===== config.mk =====
export PLATFORM = sky130hd
export DESIGN_NAME = rcc_rst_seq_flat
export DESIGN_NICKNAME = d
export VERILOG_FILES = /design/src/rtl/rcc_rst_seq_if.sv /design/src/rtl/rcc_rst_seq.sv /design/src/flat_wrapper.sv
export SDC_FILE = /design/constraint.sdc
export NUM_CORES = 1
export LEC_CHECK = 0
export BUFFER_PORTS_ARGS = -buffer_cell sky130_fd_sc_hd__buf_2
export CAP_MARGIN = 25
export CORE_AREA = 3 3 48 50
export CTS_BUF_LIST = sky130_fd_sc_hd__clkbuf_4 sky130_fd_sc_hd__clkbuf_8
export DETAILED_ROUTE_END_ITERATION = 8
export DIE_AREA = 0 0 51 53
export PLACE_DENSITY = 0.82
export SLEW_MARGIN = 20
export SYNTH_ARGS = -nofsm -noshare
export SYNTH_HDL_FRONTEND = slang
export SYNTH_SLANG_ARGS = --single-unit
export TNS_END_PERCENT = 50

===== constraint.sdc =====
create_clock -name sys_root_clk -period 3.9 [get_ports sys_root_clk]
set_clock_uncertainty 0.2 [all_clocks]
set_input_delay 0.39 -clock sys_root_clk [delete_from_list [all_inputs] [get_ports sys_root_clk]]
set_output_delay 0.39 -clock sys_root_clk [all_outputs]
set_load 0.05 [all_outputs]

===== src/rtl/rcc_rst_seq_if.sv =====
// Reset sequencer bus: lock/request inputs and the released domain resets.
// The controller side drives requests; the sequencer side drives resets.
interface rcc_rst_seq_if;
    logic       pll_locked;
    logic       sysresetreq;
    logic       wdt_rst_req;
    logic       cause_clr;
    logic       apb0_rstn;
    logic       apb1_rstn;
    logic       sys_rstn;
    logic       rst_done;
    logic [2:0] rst_cause;

    modport master (
        output pll_locked,
        output sysresetreq,
        output wdt_rst_req,
        output cause_clr,
        input  apb0_rstn,
        input  apb1_rstn,
        input  sys_rstn,
        input  rst_done,
        input  rst_cause
    );

    modport slave (
        input  pll_locked,
        input  sysresetreq,
        input  wdt_rst_req,
        input  cause_clr,
        output apb0_rstn,
        output apb1_rstn,
        output sys_rstn,
        output rst_done,
        output rst_cause
    );
endinterface


===== src/rtl/rcc_rst_seq.sv =====
// RCC reset sequencer: qualifies PLL lock, releases APB0/APB1/SYS in order,
// re-asserts on lock loss or soft requests, and keeps sticky reset causes.
module rcc_rst_seq #(
    parameter int unsigned LOCK_STABLE_CYCLES = 256,
    parameter int unsigned STAGE_GAP          = 16,
    parameter int unsigned SOFT_RST_CYCLES    = 32,
    parameter int unsigned CNT_W              = 16
) (
    input  logic        sys_root_clk,
    input  logic        sys_root_rst,
    rcc_rst_seq_if.slave bus
);
    typedef enum logic [2:0] {
        WAIT_LOCK,
        STABLE,
        REL0,
        REL1,
        RUN,
        SOFT
    } state_t;

    localparam logic [CNT_W-1:0] L_LAST = CNT_W'(LOCK_STABLE_CYCLES - 1);
    localparam logic [CNT_W-1:0] G_LAST = CNT_W'(STAGE_GAP - 1);
    localparam logic [CNT_W-1:0] S_LAST = CNT_W'(SOFT_RST_CYCLES - 1);

    state_t           state;
    state_t           state_nx;
    logic [CNT_W-1:0] cnt;
    logic [CNT_W-1:0] cnt_nx;
    logic             sync1;
    logic             lock_s;
    logic [2:0]       cause;
    logic [2:0]       cause_nx;
    logic             lock_loss;
    logic             soft_go;
    logic             apb0_q;
    logic             apb1_q;
    logic             sys_q;
    logic             done_q;

    // Lock loss overrides everything, including a soft request this cycle.
    assign lock_loss = !lock_s && (state != WAIT_LOCK);
    assign soft_go   = (state == RUN) && !lock_loss
                     && (bus.sysresetreq || bus.wdt_rst_req);

    always_comb begin
        state_nx = state;
        cnt_nx   = '0;
        cause_nx = bus.cause_clr ? 3'b000 : cause;
        unique case (state)
            WAIT_LOCK: if (lock_s) state_nx = STABLE;
            STABLE: begin
                if (cnt == L_LAST) state_nx = REL0;
                else               cnt_nx   = cnt + 1'b1;
            end
            REL0: begin
                if (cnt == G_LAST) state_nx = REL1;
                else               cnt_nx   = cnt + 1'b1;
            end
            REL1: begin
                if (cnt == G_LAST) state_nx = RUN;
                else               cnt_nx   = cnt + 1'b1;
            end
            RUN: if (soft_go) state_nx = SOFT;
            SOFT: begin
                if (cnt == S_LAST) state_nx = REL0;
                else               cnt_nx   = cnt + 1'b1;
            end
            default: state_nx = WAIT_LOCK;
        endcase
        if (soft_go) begin
            cause_nx[1] = cause_nx[1] | bus.sysresetreq;
            cause_nx[2] = cause_nx[2] | bus.wdt_rst_req;
        end
        if (lock_loss) begin
            state_nx = WAIT_LOCK;
            cnt_nx   = '0;
            // Loss during qualification restarts without being recorded.
            if (state != STABLE) cause_nx[0] = 1'b1;
        end
    end

    always_ff @(posedge sys_root_clk) begin
        if (sys_root_rst) begin
            state  <= WAIT_LOCK;
            cnt    <= '0;
            sync1  <= 1'b0;
            lock_s <= 1'b0;
            cause  <= 3'b000;
            apb0_q <= 1'b0;
            apb1_q <= 1'b0;
            sys_q  <= 1'b0;
            done_q <= 1'b0;
        end else begin
            state  <= state_nx;
            cnt    <= cnt_nx;
            sync1  <= bus.pll_locked;
            lock_s <= sync1;
            cause  <= cause_nx;
            apb0_q <= (state_nx == REL0) || (state_nx == REL1)
                   || (state_nx == RUN);
            apb1_q <= (state_nx == REL1) || (state_nx == RUN);
            sys_q  <= (state_nx == RUN);
            done_q <= (state_nx == RUN);
        end
    end

    assign bus.apb0_rstn = apb0_q;
    assign bus.apb1_rstn = apb1_q;
    assign bus.sys_rstn  = sys_q;
    assign bus.rst_done  = done_q;
    assign bus.rst_cause = cause;
endmodule


===== src/flat_wrapper.sv =====
// flat-port wrapper written by rule: the top's interface ports become plain ports
module rcc_rst_seq_flat 
#(
    parameter int unsigned LOCK_STABLE_CYCLES = 256,
    parameter int unsigned STAGE_GAP          = 16,
    parameter int unsigned SOFT_RST_CYCLES    = 32,
    parameter int unsigned CNT_W              = 16
)
  (sys_root_clk, sys_root_rst, bus_pll_locked, bus_sysresetreq, bus_wdt_rst_req, bus_cause_clr, bus_apb0_rstn, bus_apb1_rstn, bus_sys_rstn, bus_rst_done, bus_rst_cause);
  rcc_rst_seq_if bus_i ();
  input  logic sys_root_clk;
  input  logic sys_root_rst;
  input wire logic [$bits(bus_i.pll_locked)-1:0] bus_pll_locked;
  input wire logic [$bits(bus_i.sysresetreq)-1:0] bus_sysresetreq;
  input wire logic [$bits(bus_i.wdt_rst_req)-1:0] bus_wdt_rst_req;
  input wire logic [$bits(bus_i.cause_clr)-1:0] bus_cause_clr;
  output wire logic [$bits(bus_i.apb0_rstn)-1:0] bus_apb0_rstn;
  output wire logic [$bits(bus_i.apb1_rstn)-1:0] bus_apb1_rstn;
  output wire logic [$bits(bus_i.sys_rstn)-1:0] bus_sys_rstn;
  output wire logic [$bits(bus_i.rst_done)-1:0] bus_rst_done;
  output wire logic [$bits(bus_i.rst_cause)-1:0] bus_rst_cause;
  assign bus_i.pll_locked = bus_pll_locked;
  assign bus_i.sysresetreq = bus_sysresetreq;
  assign bus_i.wdt_rst_req = bus_wdt_rst_req;
  assign bus_i.cause_clr = bus_cause_clr;
  assign bus_apb0_rstn = bus_i.apb0_rstn;
  assign bus_apb1_rstn = bus_i.apb1_rstn;
  assign bus_sys_rstn = bus_i.sys_rstn;
  assign bus_rst_done = bus_i.rst_done;
  assign bus_rst_cause = bus_i.rst_cause;
  rcc_rst_seq #(.LOCK_STABLE_CYCLES(LOCK_STABLE_CYCLES), .STAGE_GAP(STAGE_GAP), .SOFT_RST_CYCLES(SOFT_RST_CYCLES), .CNT_W(CNT_W)) u_core (.sys_root_clk(sys_root_clk), .sys_root_rst(sys_root_rst), .bus(bus_i));
endmodule

==> impl_results.md <==
- Outcome: complete, no violations
- Slew headroom: 58.8%
- Number of synthesized flops with an enable pin: 0
- Area of the multi-input gates: 633 um2
- Data arrival at the endpoint of the critical path: 2.16 ns
- Final slew viol count: 0
- Required time worst endpoint: about 4 ns
- Final worst path period need: 2.16 ns
- Post-cts resize count: 0
- Clk slew on worst S/H paths: ~0.13 ns
- Initial DRT Pass Iterations: 4
- Max-cap viol count: 0
- Wire length of the first global-routing pass: 3810 um
- CP endpoint kind: register
- Diode insertion count for antenna repair: 0
- Register cell area after layout: 541 um2
- Maximum number of pins on one net before global-route repair: 16
- Sequential cell area fraction in the yosys report: ~45%
- Wire length after detailed routing: 2140 um
- Pwr Density: 318 nW/um2
- Routed len/inst: between 10 and 15 um
- Detail Route Antenna Nets: 0
- Multiplexer fraction of the synthesized cell area: 0.829%
- Main combinational cell family by area after synthesis: simple AND/OR/NAND/NOR gates
- Vias: 985
- Sink count of the clock tree: 27
- Die footprint: between 2000 and 3000 um2
- IO Count: 13
- Placer Congestion: 0.929
- Filler cell count: 173
- Async set or reset register ratio after synthesis: 0%
- Type of the most critical hold path: in2reg
- Initial Utilization: around 62%
- Xor/xnor cell area share of the yosys netlist: between 10% and 20%
- Setup Viol. Count Final: 0
- Count of unresolved DRC violations after routing: 0
- Static power due to leakage: 0.486 nW
- Remaining global-route overflow: 0
- Root buffer cell: clkbuf_4
- Total core area: about 1900 um2
- Prevailing post-synth register cell: dfxtp_1
- Library cell with the largest summed area after synthesis: dfxtp_1
- Endpoints failing hold: 0
- Vias per Instance: 5.56
- YS warnings: 0
- Die Width: 51 um
- Aggregate negative setup slack: 0 ns
- Violation count after the first detailed-routing iteration: 26
- TritonCTS clock tree: built
- Maximum level of the CTS H-tree: 1
- TritonCTS Buffers: 3
- Arithmetic-cell share of the synthesized area counting full adders, half adders and majority gates: between 1 and 1.5%
- Post-cts hold buffer count: 0
- Number of antenna violations at the first check in global routing: 0
- Post-Route Hold Slack: ~0.063 ns
- Area share of the largest cell type after synthesis: 44.8%
- Proportion of layout cells with a drive suffix above 1: a little over an eighth
- Combined area of all synthesized cells: 1210 um2
- Setup repair after global routing missed its margin: no
- Unique masters post-synth: 33
- Post-CTS Repair Setup Buffers: 0
- Maximum buffer depth of the clock tree: 2
- Half-perimeter wire length after detailed placement: around 1600 um
- Number of nets at the end of the flow: 158
- Via count of the first global-routing pass: 949
- Most common library cells after synthesis: 27 x dfxtp_1, 21 x nor2_1, 10 x xor2_1
- Final worst-path cycle share: 55.3%
- Crit Path Category: reg2reg
- GRT Overall Usage: approximately 18%
- Clock insertion delay at the later pin of the skew report: approximately 0.32 ns
- Cell with the most instances after synthesis: dfxtp_1
- Number of buffers added on ports: 12
- Die height: 53 um
- Post-synthesis average cell area: ~8.9 um2
- Worst IR Drop VDD: 286 uV
- Finished Core Util: 67.6%
- Synth Net Count: 143
- Number of placement rows: 16
- Number of cells produced by synthesis: 136
- Leading cell types by total area after synthesis: dfxtp_1 45%, xor2_1 7.3%, nor2_1 6.5%
- Register bit total from synthesis: 27
- Layout Area Growth over Synthesis: 8.70%
- Maximum fanout count along the critical path: 5
- Compound-cell area share of the yosys netlist: 8.60%
- Fmax: between 400 and 500 MHz
- Startpoint Class: register
- Area fraction in and, or, nand and nor cells after synthesis: 31.1%
- Worst-margin pin slew: around 0.61 ns
## layer usage
metal	global-route usage, %	up-vias	part of all wire, %
met1	20.2	449	44
met5	0	-	0
li1	-	498	-
met3	3.10	8	4.2
met2	33.5	30	50
met4	9.42	0	2.6
## critical path: stages, from the launching register on
cell,delay (ns)
dfxtp_1,0.40
ha_1,0.23
and4_1,0.32
nand4_1,0.18
nor2b_1,0.19
o21ai_0,0.36
o21ai_0,0.17
## final timing paths
| path | start | slack (ns) | cells past startpoint | to |
|---|---|---|---|---|
| setup / recovery | u_core.cnt[0] | 1.74 | 6 | u_core.bus.apb0_rstn |
| hold / removal | bus_pll_locked | 0.06 | 2 | u_core.sync1 |
| setup reg to reg | u_core.cnt[0] | 1.74 | 6 | u_core.bus.apb0_rstn |
| hold reg to reg | u_core.sync1 | 0.26 | 1 | u_core.lock_s |
## sequential cells by signal, indices dropped and copies added (netlist names)
register	cells
u_core.cnt	16
u_core.bus.rst_cause	3
u_core.state	3
u_core.bus.apb0_rstn	1
u_core.bus.apb1_rstn	1
u_core.bus.sys_rstn	1
u_core.lock_s	1
u_core.sync1	1
## cells by family after synthesis
| kind of cell | after synthesis |
|---|---|
| buffers and inverters | 6 |
| DFF | 27 |
| muxes | 1 |
| and+or+nand+nor | 71 |
| adders and majority gates | 1 |
| AOI/OAI and AO/OA | 15 |
| xor gates and xnor gates | 15 |
## area by class of cell
| type | instances | area share, % |
|---|---|---|
| multi-input cells | 103 | 48.2 |
| flip-flops and latches | 27 | 41.2 |
| repair buffers | 12 | 4.58 |
| well taps | 27 | 2.57 |
| clock buffers | 4 | 2.29 |
| inverters | 4 | 1.14 |
## power by group
part,switching [W],leakage [nW],internal (W)
registers,0.00000161,0.218,0.000277
clock network,0.0000770,0.0184,0.0000471
logic,0.00000738,0.250,0.00000692
## stage by stage
stage               power, W  instances  area (um2)  worst slack [ns]
finish              0.000417        177        1310              1.74
global placement    0.000299        173        1280              1.84
detailed placement  0.000299        173        1280              1.77
floorplan           0.000294        136        1210              1.97
CTS                 0.000421        177        1310              1.74
global route        0.000432        177        1310              1.55
## layout by cell type (no fill, tap or decap), drive strengths merged
master / instances
and2: 1
or2: 1
o21ai: 4
buf: 12
nor4: 4
o22ai: 1
nor3: 3
nand3: 8
nor2b: 6
and3: 3
nand2: 9
a21oi: 4
o21bai: 2
nand2b: 5
dfxtp: 27
o2111ai: 1
nand3b: 1
a21o: 1
a311o: 1
inv: 4
nor3b: 2
clkbuf: 4
and4b: 1
and4: 1
nor2: 21
or3b: 1
xnor2: 5
mux2i: 1
nand4: 4
o2bb2ai: 1
xor2: 10
ha: 1
No activity file was read; power rests on OpenSTA's default activity.
